[src/rtl/conv_window_engine.sv]
// K-tap convolution engine: buffers a K-pixel window, runs one MAC per cycle in
// correlation or flipped-kernel order, and returns a normalised, clamped pixel.
module conv_window_engine #(
    parameter int K        = 9,
    parameter int PIX_W    = 8,
    parameter int COEF_W   = 8,
    parameter int SHIFT_W  = 4,
    localparam int IDX_W   = $clog2(K),
    localparam int ACC_W   = PIX_W + COEF_W + $clog2(K) + 1
) (
    input  logic               clk,
    input  logic               resetn,
    input  logic               coef_we,
    input  logic [IDX_W-1:0]   coef_addr,
    input  logic [COEF_W-1:0]  coef_data,
    input  logic               flip,
    input  logic [SHIFT_W-1:0] shift,
    input  logic               pix_valid,
    input  logic [PIX_W-1:0]   pix_data,
    output logic               pix_ready,
    output logic               res_valid,
    output logic [PIX_W-1:0]   res_data,
    input  logic               res_ready,
    output logic               busy
);

    localparam int PROD_W = PIX_W + COEF_W + 1;
    localparam logic [IDX_W-1:0] LAST_IDX = IDX_W'(K - 1);
    localparam logic [IDX_W:0]   K_EXT    = (IDX_W + 1)'(K);
    localparam logic signed [ACC_W-1:0] PIX_MAX = {{(ACC_W - PIX_W){1'b0}}, {PIX_W{1'b1}}};

    typedef enum logic [1:0] {
        LOAD,
        CALC,
        OUT
    } state_t;

    state_t                    state_q, state_d;
    logic [IDX_W-1:0]          widx_q, widx_d;
    logic [IDX_W-1:0]          t_q, t_d;
    logic signed [ACC_W-1:0]   acc_q, acc_d;
    logic [PIX_W-1:0]          pix_q [K];
    logic [PIX_W-1:0]          pix_d [K];
    logic signed [COEF_W-1:0]  coef_q [K];
    logic signed [COEF_W-1:0]  coef_d [K];
    logic                      flip_l_q, flip_l_d;
    logic [SHIFT_W-1:0]        shift_l_q, shift_l_d;
    logic [PIX_W-1:0]          res_data_q, res_data_d;

    logic                      pix_accept;
    logic                      last_pix;
    logic                      last_tap;
    logic [IDX_W-1:0]          coef_idx;
    logic signed [PIX_W:0]     pix_ext;
    logic signed [PROD_W-1:0]  pix_wide;
    logic signed [PROD_W-1:0]  coef_wide;
    logic signed [PROD_W-1:0]  prod;
    logic signed [ACC_W-1:0]   acc_sum;
    logic signed [ACC_W-1:0]   acc_shift;
    logic [PIX_W-1:0]          res_clamped;

    always_ff @(posedge clk) begin
        if (!resetn) begin
            state_q    <= LOAD;
            widx_q     <= '0;
            t_q        <= '0;
            acc_q      <= '0;
            flip_l_q   <= 1'b0;
            shift_l_q  <= '0;
            res_data_q <= '0;
            for (int i = 0; i < K; i++) begin
                pix_q[i]  <= '0;
                coef_q[i] <= '0;
            end
        end else begin
            state_q    <= state_d;
            widx_q     <= widx_d;
            t_q        <= t_d;
            acc_q      <= acc_d;
            flip_l_q   <= flip_l_d;
            shift_l_q  <= shift_l_d;
            res_data_q <= res_data_d;
            pix_q      <= pix_d;
            coef_q     <= coef_d;
        end
    end

    always_comb begin
        state_d = state_q;
        unique case (state_q)
            LOAD:    if (pix_accept && last_pix) state_d = CALC;
            CALC:    if (last_tap) state_d = OUT;
            OUT:     if (res_ready) state_d = LOAD;
            default: state_d = LOAD;
        endcase
    end

    always_comb begin
        pix_ready = (state_q == LOAD);
        busy      = (state_q == CALC) || (state_q == OUT);
        res_valid = (state_q == OUT);
        res_data  = res_data_q;
    end

    // Tap datapath: the pixel is zero-extended so it multiplies as a positive signed value.
    always_comb begin
        pix_accept = pix_valid && (state_q == LOAD);
        last_pix   = (widx_q == LAST_IDX);
        last_tap   = (state_q == CALC) && (t_q == LAST_IDX);
        coef_idx   = flip_l_q ? (LAST_IDX - t_q) : t_q;
        pix_ext    = $signed({1'b0, pix_q[t_q]});
        pix_wide   = PROD_W'(pix_ext);
        coef_wide  = PROD_W'(coef_q[coef_idx]);
        prod       = pix_wide * coef_wide;
        acc_sum    = $signed(acc_q + {{(ACC_W - PROD_W){prod[PROD_W-1]}}, prod});
        acc_shift  = acc_sum >>> shift_l_q;
        if (acc_shift[ACC_W-1]) begin
            res_clamped = '0;
        end else if (acc_shift > PIX_MAX) begin
            res_clamped = '1;
        end else begin
            res_clamped = acc_shift[PIX_W-1:0];
        end
    end

    always_comb begin
        widx_d     = widx_q;
        t_d        = t_q;
        acc_d      = acc_q;
        flip_l_d   = flip_l_q;
        shift_l_d  = shift_l_q;
        res_data_d = res_data_q;
        pix_d      = pix_q;
        coef_d     = coef_q;
        unique case (state_q)
            LOAD: begin
                if (pix_accept) begin
                    pix_d[widx_q] = pix_data;
                    if (last_pix) begin
                        widx_d    = '0;
                        t_d       = '0;
                        acc_d     = '0;
                        flip_l_d  = flip;
                        shift_l_d = shift;
                    end else begin
                        widx_d = widx_q + 1'b1;
                    end
                end
                // The bank is writable only while loading, so a window never sees a torn kernel.
                if (coef_we && ({1'b0, coef_addr} < K_EXT)) begin
                    coef_d[coef_addr] = coef_data;
                end
            end
            CALC: begin
                acc_d = acc_sum;
                if (last_tap) begin
                    t_d        = '0;
                    res_data_d = res_clamped;
                end else begin
                    t_d = t_q + 1'b1;
                end
            end
            OUT: begin
            end
            default: begin
            end
        endcase
    end

endmodule

[config.mk]
export PLATFORM = sky130hd
export DESIGN_NAME = conv_window_engine
export DESIGN_NICKNAME = d
export VERILOG_FILES = /design/src/rtl/conv_window_engine.sv
export SDC_FILE = /design/constraint.sdc
export NUM_CORES = 1
export LEC_CHECK = 0
export CAP_MARGIN = 10
export CORE_MARGIN = 4
export CORE_UTILIZATION = 58
export CTS_CLUSTER_SIZE = 30
export DETAILED_ROUTE_END_ITERATION = 10
export MAX_ROUTING_LAYER = met4
export PLACE_DENSITY = 0.84
export SYNTH_ARGS = -nofsm -noshare
export SYNTH_HDL_FRONTEND = slang
export SYNTH_SLANG_ARGS = --single-unit
[constraint.sdc]
create_clock -name clk -period 11.59 [get_ports clk]
set_input_delay 1.7385 -clock clk [delete_from_list [all_inputs] [get_ports clk]]
set_output_delay 1.7385 -clock clk [all_outputs]
set_load 0.03 [all_outputs]
==> After elaboration in Yosys (flattened, before gate mapping) <==
Index checks and enable logic that the tools add are counted.
{ "classes": {"add_sub_neg": 4, "n_mul": 1, "div_mod_pow": 0, "magnitude_cmp": 8, "n_eq_ne": 9, "shifts": 1, "n_mux": 27, "bitwise": 4, "n_reduce_logical": 15} }
{ "ops": {"columns": ["op", "count"], "rows": [
  ["$bwmux 72", 2],
  ["$bmux 8 s4", 2],
  ["$demux 8 s4", 2],
  ["$mux 8", 8],
  ["$mux 21", 2],
  ["$pmux 21 s2", 1],
  ["$add 21x21->21", 1],
  ["$gt 21x9->1 const B", 1],
  ["$sshr 21x4->21", 1],
  ["$ge 5x5->1 const B", 4],
  ["$mux 4", 5],
  ["$not 4->5", 4],
  ["$mul 9x8->17", 1],
  ["$lt 5x1->1 const B", 2],
  ["$reduce_and 3->1", 3],
  ["$add 4x1->4 const B", 2],
  ["$eq 4x4->1 const B", 2],
  ["$ne 2x1->1 const B", 4],
  ["$pmux 4 s2", 1],
  ["$logic_and 1x1->1", 6],
  ["$mux 2", 3],
  ["$pmux 2 s3", 1],
  ["$reduce_and 2->1", 3],
  ["$lt 4x4->1 const B", 1],
  ["7 further kinds", 7]
]} }
{ "word_totals": {"reg_bits": 188, "latchBits": 0, "ramBits": 0, "rom_bits": 0, "in_bits": 30, "out_inout_bits": 11, "word_cells": 94, "mem_count": 0} }

==> Logic depth before layout (Yosys ltp) <==
{ "depth": {"depth_word": 12, "mapped_depth": 41, "depth_no_buf": 38} }

==> Worst setup path before layout <==
Ideal clock, no wire load.
{ "synth_path": {"path_kind": "flip-flop to flip-flop", "start": "reg t_q[0]", "end": "reg res_data_q[2], in the netlist res_data[2]", "setup_time_ns": 0.143, "arrival_ns": 9.144, "t_required_ns": 11.447, "setup_slack_ns": 2.303, "path_stages_with_launch": 39, "n_path_buf": 3, "synth_period_minus_slack_ns": 9.287, "path_cell_list": "dfxtp_1 > inv_1 > buf_1 > ha_1 > nor2b_1 > xnor2_1 > clkbuf_1 > mux4_2 > o21a_1 > a21oi_1 > nor2_1 > fa_1 > inv_1 > fa_1 > inv_1 > fa_1 > inv_1 > fa_1 > (+3 left out) > o21bai_1 > a21oi_1 > o21bai_1 > a21oi_1 > o21ai_0 > o41ai_1 > xnor2_1 > ha_1 > buf_2 > a21oi_1 > o21ai_0 > or3_1 > o211a_1 > o211ai_1 > a221oi_2 > or4_4 > a41oi_4 > o2111ai_2"} }
{ "synth_via": {"elab_chain_cells": 12, "word_cells_on_any_way": 19, "classes_between": "add/sub: 2; mul: 1; order compare: 1; eq/ne: 1; shift: 1; mux: 9; bitwise: 2; reduce/logical: 2"} }
{ "synth_lines": {"columns": ["item", "line", "text"], "rows": [
  ["from (decl)", "40", "logic [IDX_W-1:0] t_q, t_d;"],
  ["from (signal assigned)", "78", "t_q <= t_d;"],
  ["$sub 4x4->4", "110", "coef_idx = flip_l_q ? (LAST_IDX - t_q) : t_q;"],
  ["$mux 4", "110", null],
  ["$not 4->5 (implied by the code)", "113", "coef_wide = PROD_W'(coef_q[coef_idx]);"],
  ["$bmux 8 s4", "113", null],
  ["$mux 8 (implied by the code) (2 in series)", "113", null],
  ["$mul 9x8->17", "114", "prod = pix_wide * coef_wide;"],
  ["$add 21x21->21", "115", "acc_sum = $signed(acc_q + {{(ACC_W - PROD_W){prod[PROD_W-1]}}, prod});"],
  ["$sshr 21x4->21", "116", "acc_shift = acc_sum >>> shift_l_q;"],
  ["$gt 21x9->1", "119", "end else if (acc_shift > PIX_MAX) begin"],
  ["$mux 8", "119", null],
  ["$mux 8", "117", "if (acc_shift[ACC_W-1]) begin"],
  ["to (signal assigned)", "82", "res_data_q <= res_data_d;"],
  ["to (decl)", "48", "logic [PIX_W-1:0] res_data_q, res_data_d;"]
]} }
Several ways; a longest one is shown, not always the timed one. The select of a mux whose other input is x is not followed.
A chain may end at the register's enable or synchronous reset.

==> Worst setup path in the final report <==
{ "layout_path": {"start": "reg t_q[0]", "end": "reg res_data_q[5], in the netlist res_data[5]"} }
The elaborated chain is that of the path after synthesis.

==> impl_metrics.yaml <==
place:
  dp.cells: 1620
  port_buffers: 40
  dp.final_hpwl_um: 21600
  place_congestion: 0.924
logic_synthesis:
  synth_edf_count: 0
  yosysWarningCount: 0
  mappedNetlistNets: 1508
  synth_flop_cell: "dfxtp_1"
  syn_area_um2: 12900
  synth_cells: 1369
  async_reset_ff_frac: 0
  synth_seq_cells: 188
  synth-seq-area-share: 0.292
  avgSynthCellArea_um2: 9.41
  ys_types: 95
detailed_routing:
  routed_wl_um: 30900
  drtPass1Iterations: 6
  drtAntennaViolNets: 0
  route.vias.total: 9980
  remaining_drc_errors: 0
  drtIter0Drc: 799
  post_drt_wl_per_cell_um: 18.7
  vias_per_cell: 6.04
outcome:
  status: "finished clean"
hold_path:
  holdPathStages: 2
  hp-class: "reg2reg"
pwr:
  switching_share: 0.275
  comb_power_share: 0.073
  vdd_drop_max_v: 0.000126
  seqPwrFrac: 0.469
  p_clk_frac: 0.459
  p_switching_uw: 387
  powerDensity_nw_per_um2: 100
  p_int_mw: 1.02
  leakagePower_nw: 5.81
floorplan:
  die-area_um2: 24600
  pin_count: 41
  core.rowCount: 54
  die_y_um: 157
  core-area_um2: 21800
  initial_core_util: 0.590
  die_x_um: 157
cells_and_area:
  mostFrequentLayoutCells: "188 x dfxtp_1, 168 x mux2i_1, 159 x nor2b_1"
  multi_input_area_um2: 8470
  nFillCells: 1693
  seqCellArea_um2: 3760
  final_cells: 1652
  n_antenna_cell: 0
  drive_above_1_share: 0.0977
  final_common_cell: "dfxtp_1"
  nets: 1498
  synthToLayoutAreaGrowth_pct: 9.14
global_route:
  grt_max_degree: 106
  track_usage: 0.264
  grt_pass1_vias: 9897
  grt.overflow.total: 0
  antenna_found_initial: 0
  grt_pass1_wl_um: 51100
timing:
  setup_viol: 0
  fin_tns_setup_ns: 0
  period_share: 0.910
  tightestPinTransition_ns: 1.13
  rsz0062_at_grt: "false"
  fin_crit_ns: 10.55
  slew_violations: 0
  finalHoldViolCount: 0
  skew_ns: 0.0223
  max_freq_ghz: 0.0948
  slew_headroom: 0.246
critical_path:
  slowest_stage: "a21oi_1"
  crit_type: "reg2reg"
  cpPeakStageDelay_ns: 0.58
  critPathArrivalTime_ns: 10.93
  end_kind: "register"
  cpMostUsedCell: "inv_1"
  critPathLaunchType: "register"
  path_max_fanout: 22
  cp.required_ns: 11.97
  r2r_cells: 39
cts:
  cts_buffers: 17
  cts_resized: 0
  clock_latency_ns: 0.45
  ctsHoldBuffers: 0
  cts-root-buf: "clkbuf_16"
  htree_levels: 4
  postCtsSetupBuffers: 0
  cts_tree: "yes"
  numClockSinks: 188
  clk_pin_slew_ns: 0.08
  ctsLongestPathBuffers: 2
flow_run:
  cap_violations: 0
==> cell families after synthesis <==
family | Yosys count | synth area share
compound gates | 200 | 0.114
xor+xnor | 41 | 0.0291
fa+ha+maj | 109 | 0.128
buf+inv | 168 | 0.0515
flops | 188 | 0.292
mux | 208 | 0.199
simple gates | 455 | 0.186
==> through the flow <==
step	hold WS, ns	utilization	instance area, um2	setup slack [ns]	power, mW
6_report	0.471	0.644	14100	1.04	1.41
3_5_place_dp	0.462	0.614	13400	1.18	0.774
5_1_grt	0.509	0.644	14100	0.328	1.45
2_1_floorplan	0.444	-	12900	2.30	0.745
3_3_place_gp	0.451	0.614	13400	1.34	0.772
4_1_cts	0.473	0.644	14100	1.04	1.42
==> area by class of cell <==
| class | count | area share |
|---|---|---|
| clock buffer | 17 | 0.0303 |
| clock inverter | 15 | 0.0164 |
| inverter | 88 | 0.0235 |
| multi-input combinational | 1013 | 0.603 |
| sequential | 188 | 0.268 |
| tap | 280 | 0.0249 |
| timing repair buffer | 51 | 0.0342 |
==> per-layer routing <==
layer | vias to the layer above | share of wire | GRT usage
li1 | 4742 | - | -
met3 | 93 | 0.055 | 0.0443
met4 | 0 | 0.033 | 0.102
met1 | 4809 | 0.43 | 0.337
met5 | - | 0 | -
met2 | 336 | 0.49 | 0.421
==> synthesized netlist by cell type, types with 8 or more instances <==
cell,instances,area share
or2_2,11,0.0053
o21ai_0,22,0.0086
fa_1,38,0.059
and2_1,12,0.0058
a21boi_0,16,0.0093
ha_1,71,0.069
buf_1,19,0.0055
nand3_1,13,0.0051
nor2b_1,159,0.077
dfxtp_1,188,0.29
mux4_2,38,0.066
inv_1,86,0.025
a22oi_1,14,0.0082
xor2_1,15,0.010
nor3_1,14,0.0054
buf_2,8,0.0031
nor2_1,93,0.027
o21a_1,13,0.0076
clkbuf_1,49,0.014
a221oi_1,9,0.0061
a21oi_1,50,0.019
xnor2_1,24,0.016
nand2_1,100,0.029
nand4_1,12,0.0058
mux2i_1,168,0.13
==> registers in the layout, indices dropped and copies added, names as in the netlist <==
name,count
acc_q,21
coef_q,72
flip_l_q,1
pix_q,72
res_data,8
shift_l_q,4
state_q,2
t_q,4
widx_q,4
==> critical path: cells and delay by family (launching register included) <==
family,cells,cell delay (ns)
AO/OA/AOI/OAI,15,3.57
XOR/XNOR,3,0.69
adder cells (fa/ha/maj),7,3.18
buffers and inverters,8,1.38
flip-flops,1,0.31
multiplexers,1,0.31
AND/OR/NAND/NOR,5,1.04
==> power by group through the flow <==
stage                     combinational [mW]  sequential, mW  clock (mW)
after floorplan                       0.0719           0.673           0
after global placement                0.0976           0.674           0
after detailed placement              0.0993           0.675           0
after CTS                              0.101           0.660       0.654
after global routing                   0.111           0.661       0.682
final                                  0.102           0.660       0.646
==> path summary, 6_finish.rpt <==
| path | start | slack, ns | endpoint |
|---|---|---|---|
| hold / removal | pix_q[5] | 0.47 | pix_q[5] |
| setup reg to reg | t_q[0] | 1.04 | res_data[5] |
| hold reg to reg | pix_q[5] | 0.47 | pix_q[5] |
| setup / recovery | t_q[0] | 1.04 | res_data[5] |
Power figures use the tool's default switching activity.
